===== config.mk =====
export PLATFORM = sky130hd
export DESIGN_NAME = mem_arbiter
export DESIGN_NICKNAME = d
export VERILOG_FILES = /design/src/rtl/mem_arbiter.sv
export SDC_FILE = /design/constraint.sdc
export NUM_CORES = 1
export LEC_CHECK = 0
export CORE_AREA = 8 8 192 121
export CTS_BUF_LIST = sky130_fd_sc_hd__clkbuf_8
export CTS_CLUSTER_SIZE = 25
export DETAILED_ROUTE_END_ITERATION = 7
export DIE_AREA = 0 0 200 129
export HOLD_SLACK_MARGIN = 0.03
export RECOVER_POWER = 25
export SYNTH_ARGS = -nofsm -noshare
export SYNTH_HDL_FRONTEND = slang
export SYNTH_SLANG_ARGS = --single-unit

===== constraint.sdc =====
create_clock -name clk -period 5.6 [get_ports clk]
set_input_delay 1.12 -clock clk [delete_from_list [all_inputs] [get_ports clk]]
set_output_delay 1.12 -clock clk [all_outputs]
set_load 0.01 [all_outputs]

===== src/rtl/mem_arbiter.sv =====
// mem_arbiter
//   Arbitrates a single-port synchronous memory between an instruction-fetch
//   port (if_*) and a data port (dm_*). Data accesses win ties unless fetch
//   has been passed over STARVE_MAX consecutive times while requesting.
//
// Ports
//   clk, rst             : clock (rising edge), asynchronous active-high reset
//   if_req/if_addr       : fetch request (level, held until if_ack) and address
//   if_rdata/if_ack      : registered fetch data, one-cycle completion pulse
//   if_stall             : if_req & ~if_ack
//   dm_req/dm_we/dm_addr/dm_wdata : data request, write flag, address, store data
//   dm_rdata/dm_ack      : registered load data, one-cycle completion pulse
//   dm_stall             : dm_req & ~dm_ack
//   mem_en/mem_we/mem_addr/mem_wdata/mem_rdata : memory-side access port
//
// Timing: the grant edge starts access cycle 1 (mem_en high, lat_cnt = 0).
// The ack pulses in the cycle where lat_cnt == MEM_LAT, which is when the
// memory presents mem_rdata; the rdata register captures it at the end of
// that cycle. The FSM then spends one cycle in IDLE before the next grant.
// MEM_LAT must lie in 1..7 (lat_cnt is 3 bits wide).
module mem_arbiter #(
  parameter int DATA_W     = 32,
  parameter int ADDR_W     = 32,
  parameter int MEM_LAT    = 2,
  parameter int STARVE_MAX = 4
) (
  input  logic              clk,
  input  logic              rst,
  input  logic              if_req,
  input  logic [ADDR_W-1:0] if_addr,
  output logic [DATA_W-1:0] if_rdata,
  output logic              if_ack,
  output logic              if_stall,
  input  logic              dm_req,
  input  logic              dm_we,
  input  logic [ADDR_W-1:0] dm_addr,
  input  logic [DATA_W-1:0] dm_wdata,
  output logic [DATA_W-1:0] dm_rdata,
  output logic              dm_ack,
  output logic              dm_stall,
  output logic              mem_en,
  output logic              mem_we,
  output logic [ADDR_W-1:0] mem_addr,
  output logic [DATA_W-1:0] mem_wdata,
  input  logic [DATA_W-1:0] mem_rdata
);

  localparam int SW = $clog2(STARVE_MAX + 1);
  localparam logic [SW-1:0] S_MAX  = SW'(STARVE_MAX);
  localparam logic [SW-1:0] S_ONE  = SW'(1);
  localparam logic [2:0]    LAT    = 3'(MEM_LAT);
  localparam logic [2:0]    LAT_M1 = 3'(MEM_LAT - 1);

  typedef enum logic [1:0] {
    IDLE   = 2'd0,
    ACC_IF = 2'd1,
    ACC_DM = 2'd2
  } state_t;

  state_t            r_state;
  logic [2:0]        r_lat_cnt;
  logic [SW-1:0]     r_starve_cnt;
  logic              r_mem_en;
  logic              r_mem_we;
  logic [ADDR_W-1:0] r_mem_addr;
  logic [DATA_W-1:0] r_mem_wdata;
  logic [DATA_W-1:0] r_if_rdata;
  logic [DATA_W-1:0] r_dm_rdata;
  logic              r_if_ack;
  logic              r_dm_ack;

  logic w_grant_dm;
  logic w_grant_if;

  // Data port wins ties unless fetch has hit the starvation limit.
  assign w_grant_dm = dm_req & ~(if_req & (r_starve_cnt == S_MAX));
  assign w_grant_if = if_req & ~w_grant_dm;

  always_ff @(posedge clk or posedge rst) begin
    if (rst) begin
      r_state      <= IDLE;
      r_lat_cnt    <= '0;
      r_starve_cnt <= '0;
      r_mem_en     <= 1'b0;
      r_mem_we     <= 1'b0;
      r_mem_addr   <= '0;
      r_mem_wdata  <= '0;
      r_if_rdata   <= '0;
      r_dm_rdata   <= '0;
      r_if_ack     <= 1'b0;
      r_dm_ack     <= 1'b0;
    end else begin
      // Strobes are single-cycle pulses by default.
      r_mem_en <= 1'b0;
      r_if_ack <= 1'b0;
      r_dm_ack <= 1'b0;
      case (r_state)
        IDLE: begin
          if (w_grant_dm) begin
            r_state     <= ACC_DM;
            r_lat_cnt   <= '0;
            r_mem_en    <= 1'b1;
            r_mem_we    <= dm_we;
            r_mem_addr  <= dm_addr;
            r_mem_wdata <= dm_wdata;
            // Count only grants that actually bypassed a waiting fetch.
            if (if_req) begin
              if (r_starve_cnt != S_MAX) begin
                r_starve_cnt <= r_starve_cnt + S_ONE;
              end
            end else begin
              r_starve_cnt <= '0;
            end
          end else if (w_grant_if) begin
            r_state      <= ACC_IF;
            r_lat_cnt    <= '0;
            r_mem_en     <= 1'b1;
            r_mem_we     <= 1'b0;
            r_mem_addr   <= if_addr;
            r_starve_cnt <= '0;
          end
        end
        ACC_IF, ACC_DM: begin
          if (r_lat_cnt == LAT) begin
            // Ack cycle: data is on mem_rdata now; capture and release.
            r_state <= IDLE;
            if (r_state == ACC_IF) begin
              r_if_rdata <= mem_rdata;
            end else if (!r_mem_we) begin
              r_dm_rdata <= mem_rdata;
            end
          end else begin
            r_lat_cnt <= r_lat_cnt + 3'd1;
            // Raise the ack so it coincides with lat_cnt == MEM_LAT.
            if (r_lat_cnt == LAT_M1) begin
              if (r_state == ACC_IF) begin
                r_if_ack <= 1'b1;
              end else begin
                r_dm_ack <= 1'b1;
              end
            end
          end
        end
        default: r_state <= IDLE;
      endcase
    end
  end

  assign mem_en    = r_mem_en;
  assign mem_we    = r_mem_we;
  assign mem_addr  = r_mem_addr;
  assign mem_wdata = r_mem_wdata;
  assign if_rdata  = r_if_rdata;
  assign dm_rdata  = r_dm_rdata;
  assign if_ack    = r_if_ack;
  assign dm_ack    = r_dm_ack;
  assign if_stall  = if_req & ~r_if_ack;
  assign dm_stall  = dm_req & ~r_dm_ack;

endmodule

==> results.md <==
- Fraction of layout cells with a size suffix above 1: between 10% and 20%
- Chip Height: 129 um
- Post-layout minimum cycle time: 3.859 ns
- First-pass GRT wire length: 29010 um
- Net count of the mapped netlist: around 590
- Status: finished clean
- Initial core utilization: between 20% and 30%
- Post-CTS Setup Repair Bufs: 0
- Fin. Hold Viols: 0
- Global route overflow: 0
- Vias in the first global route: 5064
- Cell taking the most area after synthesis: dfrtp_1
- Largest family of logic cells by synthesized area: multiplexers
- Worst path max stage delay: around 0.54 ns
- Yosys warning count: 0
- Final Cycle Share: 68.91%
- Seq cells post-synth: 140
- Final setup margin: roughly 1.7 ns
- CTS Hold Bufs: 0
- Routed len/inst: 18.41 um
- Mux cell area share after synthesis: 20.17%
- First DRT Iteration DRCs: 184
- Hpwl dp: 13440 um
- Clock Skews: around 0.012 ns
- CTS buffer count: 17
- Post-CTS sizing: 0
- I/O pins: 267
- CTS tree: done
- Syn Area/Cell: 13.20 um2
- Startpoint Class: input pin
- Slowest-stage cell, CP: clkdlybuf4s50_1
- RSZ-0062 raised after global routing: no
- Worst-path maximum fanout: 39
- Largest net degree at the start of global routing: 98
- Cell Count, Final, Fillers Out: 1001
- Routed vias/inst: 4.576
- Hold crit path type: reg -> reg
- GP Congestion: about 0.74
- Number of cell rows: 41
- Clk buf depth: 2
- Critical path's top delay family: buffers and inverters
- Req. time, crit path: 4.48 ns
- Worst slew pin tran: 1.244 ns
- Most frequent cell after synthesis: dfrtp_1
- CTS root buffer: clkbuf_8
- Initial antenna violation count: 0
- Drt first pass iters: 4
- Core Footprint: 20470 um2
- Crit path buf inv count: 3
- N_diodes: 0
- Crit path arrival time: 2.74 ns
- DP Worst Slack: 1.699 ns
- Clock slew at reported path FFs: 0.08 ns
- Max cap viols: 0
- Area Growth Syn to Fin: 55.20%
- Synth Area in Compound Gates: under 10%
- H-Tree Depth: 4
- Die footprint: 25800 um2
- Overall Global Routing Usage: between 10% and 20%
- Primary FF master, synth: dfrtp_1
- Register area share after synthesis: 58.70%
- Synthesized area: between 5000 and 6000 um2
- Post-Synth XOR/XNOR Area: 0%
- P_leak: 0.003902 uW
- Post-Route Hold Slack: a little over 0.5 ns
- FILL cells: 1839
- Max Fclk: 259.1 MHz
- Total negative slack: 0 ns
- Top cells by area, synth: dfrtp_1 (59%), mux2_2 (12%), mux2_4 (7.5%)
- Worst IR drop on VDD: 0.0002654 V
- DP Cell Count: 969
- Number of synthesized flops with an enable pin: 0
- Vias: around 4.6k
- Cells along the critical path: dlygate4sd3_1 > buf_4 > nor2b_1 > clkdlybuf4s50_1
- Final setup violation count: 0
- Worst Setup End Kind: primary output
- Total clock sinks: 140
- Simple-gate portion of the synthesized area: 9.853%
- Power per cell area: ~550 nW/um2
- Ys async rst share: 100.0%
- Area share of the largest cell type after synthesis: between 50% and 60%
- Adder-Cell Fraction of Synth Area: 1.677%
- Final core occ: a little under half
- WL final: 18430 um
- Post-DRT Antenna Nets: 0
- Drt drc: 0
- Yosys cell types: 33
- Setup CP Type: in -> out
- Max_slew headroom: 17.04%
- Die Span X: 200 um
- Nets: between 800 and 900
- Skew-Pair Late Insertion Delay: 0.45 ns
- Syn Inst Count: approximately 450
- Port bufs: about 270
- Final number of max-transition violations: 0
- Synth cell count leaders: dfrtp_1 (140), nand2_1 (70), mux2_2 (66)
layer usage:
layer / up-vias / GRT usage, % / share of wire, %
met5: - / 0 / 0
met4: 0 / 4.914 / 1.3
met3: 14 / 6.258 / 9.6
met2: 146 / 21.87 / 45
met1: 2293 / 17.97 / 44
li1: 2128 / - / -
final cells by class:
cell class | instances | area (um2) | area share [%]
clock buffer | 19 | 261.5 | 2.823
clock inverter | 13 | 172.7 | 1.864
inverter | 9 | 38.79 | 0.4187
multi-input combinational | 271 | 2245 | 24.23
sequential | 140 | 3503 | 37.82
tap | 279 | 349.1 | 3.769
timing repair buffer | 270 | 2693 | 29.07
final timing paths:
path | start | to | slack [ns] | cells after the start
min | mem_addr[3] | mem_addr[3] | 0.50 | 2
min reg2reg | mem_addr[3] | mem_addr[3] | 0.50 | 2
min in group asynchronous | rst | if_rdata[28] | 1.34 | 2
max reg2reg | r_starve_cnt[0] | mem_addr[30] | 2.99 | 5
max | dm_req | dm_stall | 1.74 | 4
max in group asynchronous | rst | dm_rdata[10] | 3.10 | 3
placed cells by master, fill, tap and decap left out, drive strengths merged:
cell,n
nand3b,2
mux2,96
dlygate4sd3,3
or3,1
mux2i,1
nand3,3
a31oi,1
dfrtp,140
clkinv,6
o211ai,32
nand4,32
bufinv,4
clkdlybuf4s50,263
and2b,2
nand2,70
nor2b,3
o22ai,4
nor4bb,1
o211a,1
inv,10
or3b,1
nand2b,1
a32o,1
and4b,1
o2bb2ai,3
buf,4
clkbuf,19
clkinvlp,2
o21ai,5
nor2,1
and2,1
ha,8
through the flow:
| step | total power [uW] | area, um2 |
|---|---|---|
| after global placement | 4187 | 8828 |
| after CTS | 5181 | 9263 |
| after floorplan | 2882 | 5968 |
| after detailed placement | 4241 | 8828 |
| final | 5090 | 9263 |
| after global routing | 5421 | 9263 |
where the power goes:
| part | internal [uW] | switching, uW | leakage [uW] |
|---|---|---|---|
| clock | 504 | 399 | 0.000222 |
| combinational | 1420 | 969 | 0.00201 |
| sequential | 1510 | 284 | 0.00167 |
worst min-delay path: stages (launching register included):
cell,delay (ns)
dfrtp_1,0.35
nand2_1,0.05
o211ai_1,0.07
flip-flops by register name, indices dropped and copies added (netlist names):
signal / flops
dm_rdata: 32
if_rdata: 32
mem_addr: 32
mem_wdata: 32
r_lat_cnt: 3
r_starve_cnt: 3
r_state: 2
dm_ack: 1
if_ack: 1
mem_en: 1
mem_we: 1
logic make-up (layout without fill, tap and decap cells):
group	Yosys count	count (layout)
flip-flops	140	140
adder cells (fa/ha/maj)	8	8
buffers and inverters	41	311
AND/OR/NAND/NOR	119	119
multiplexers	97	97
AO/OA/AOI/OAI	47	47
Power figures use the tool's default switching activity.
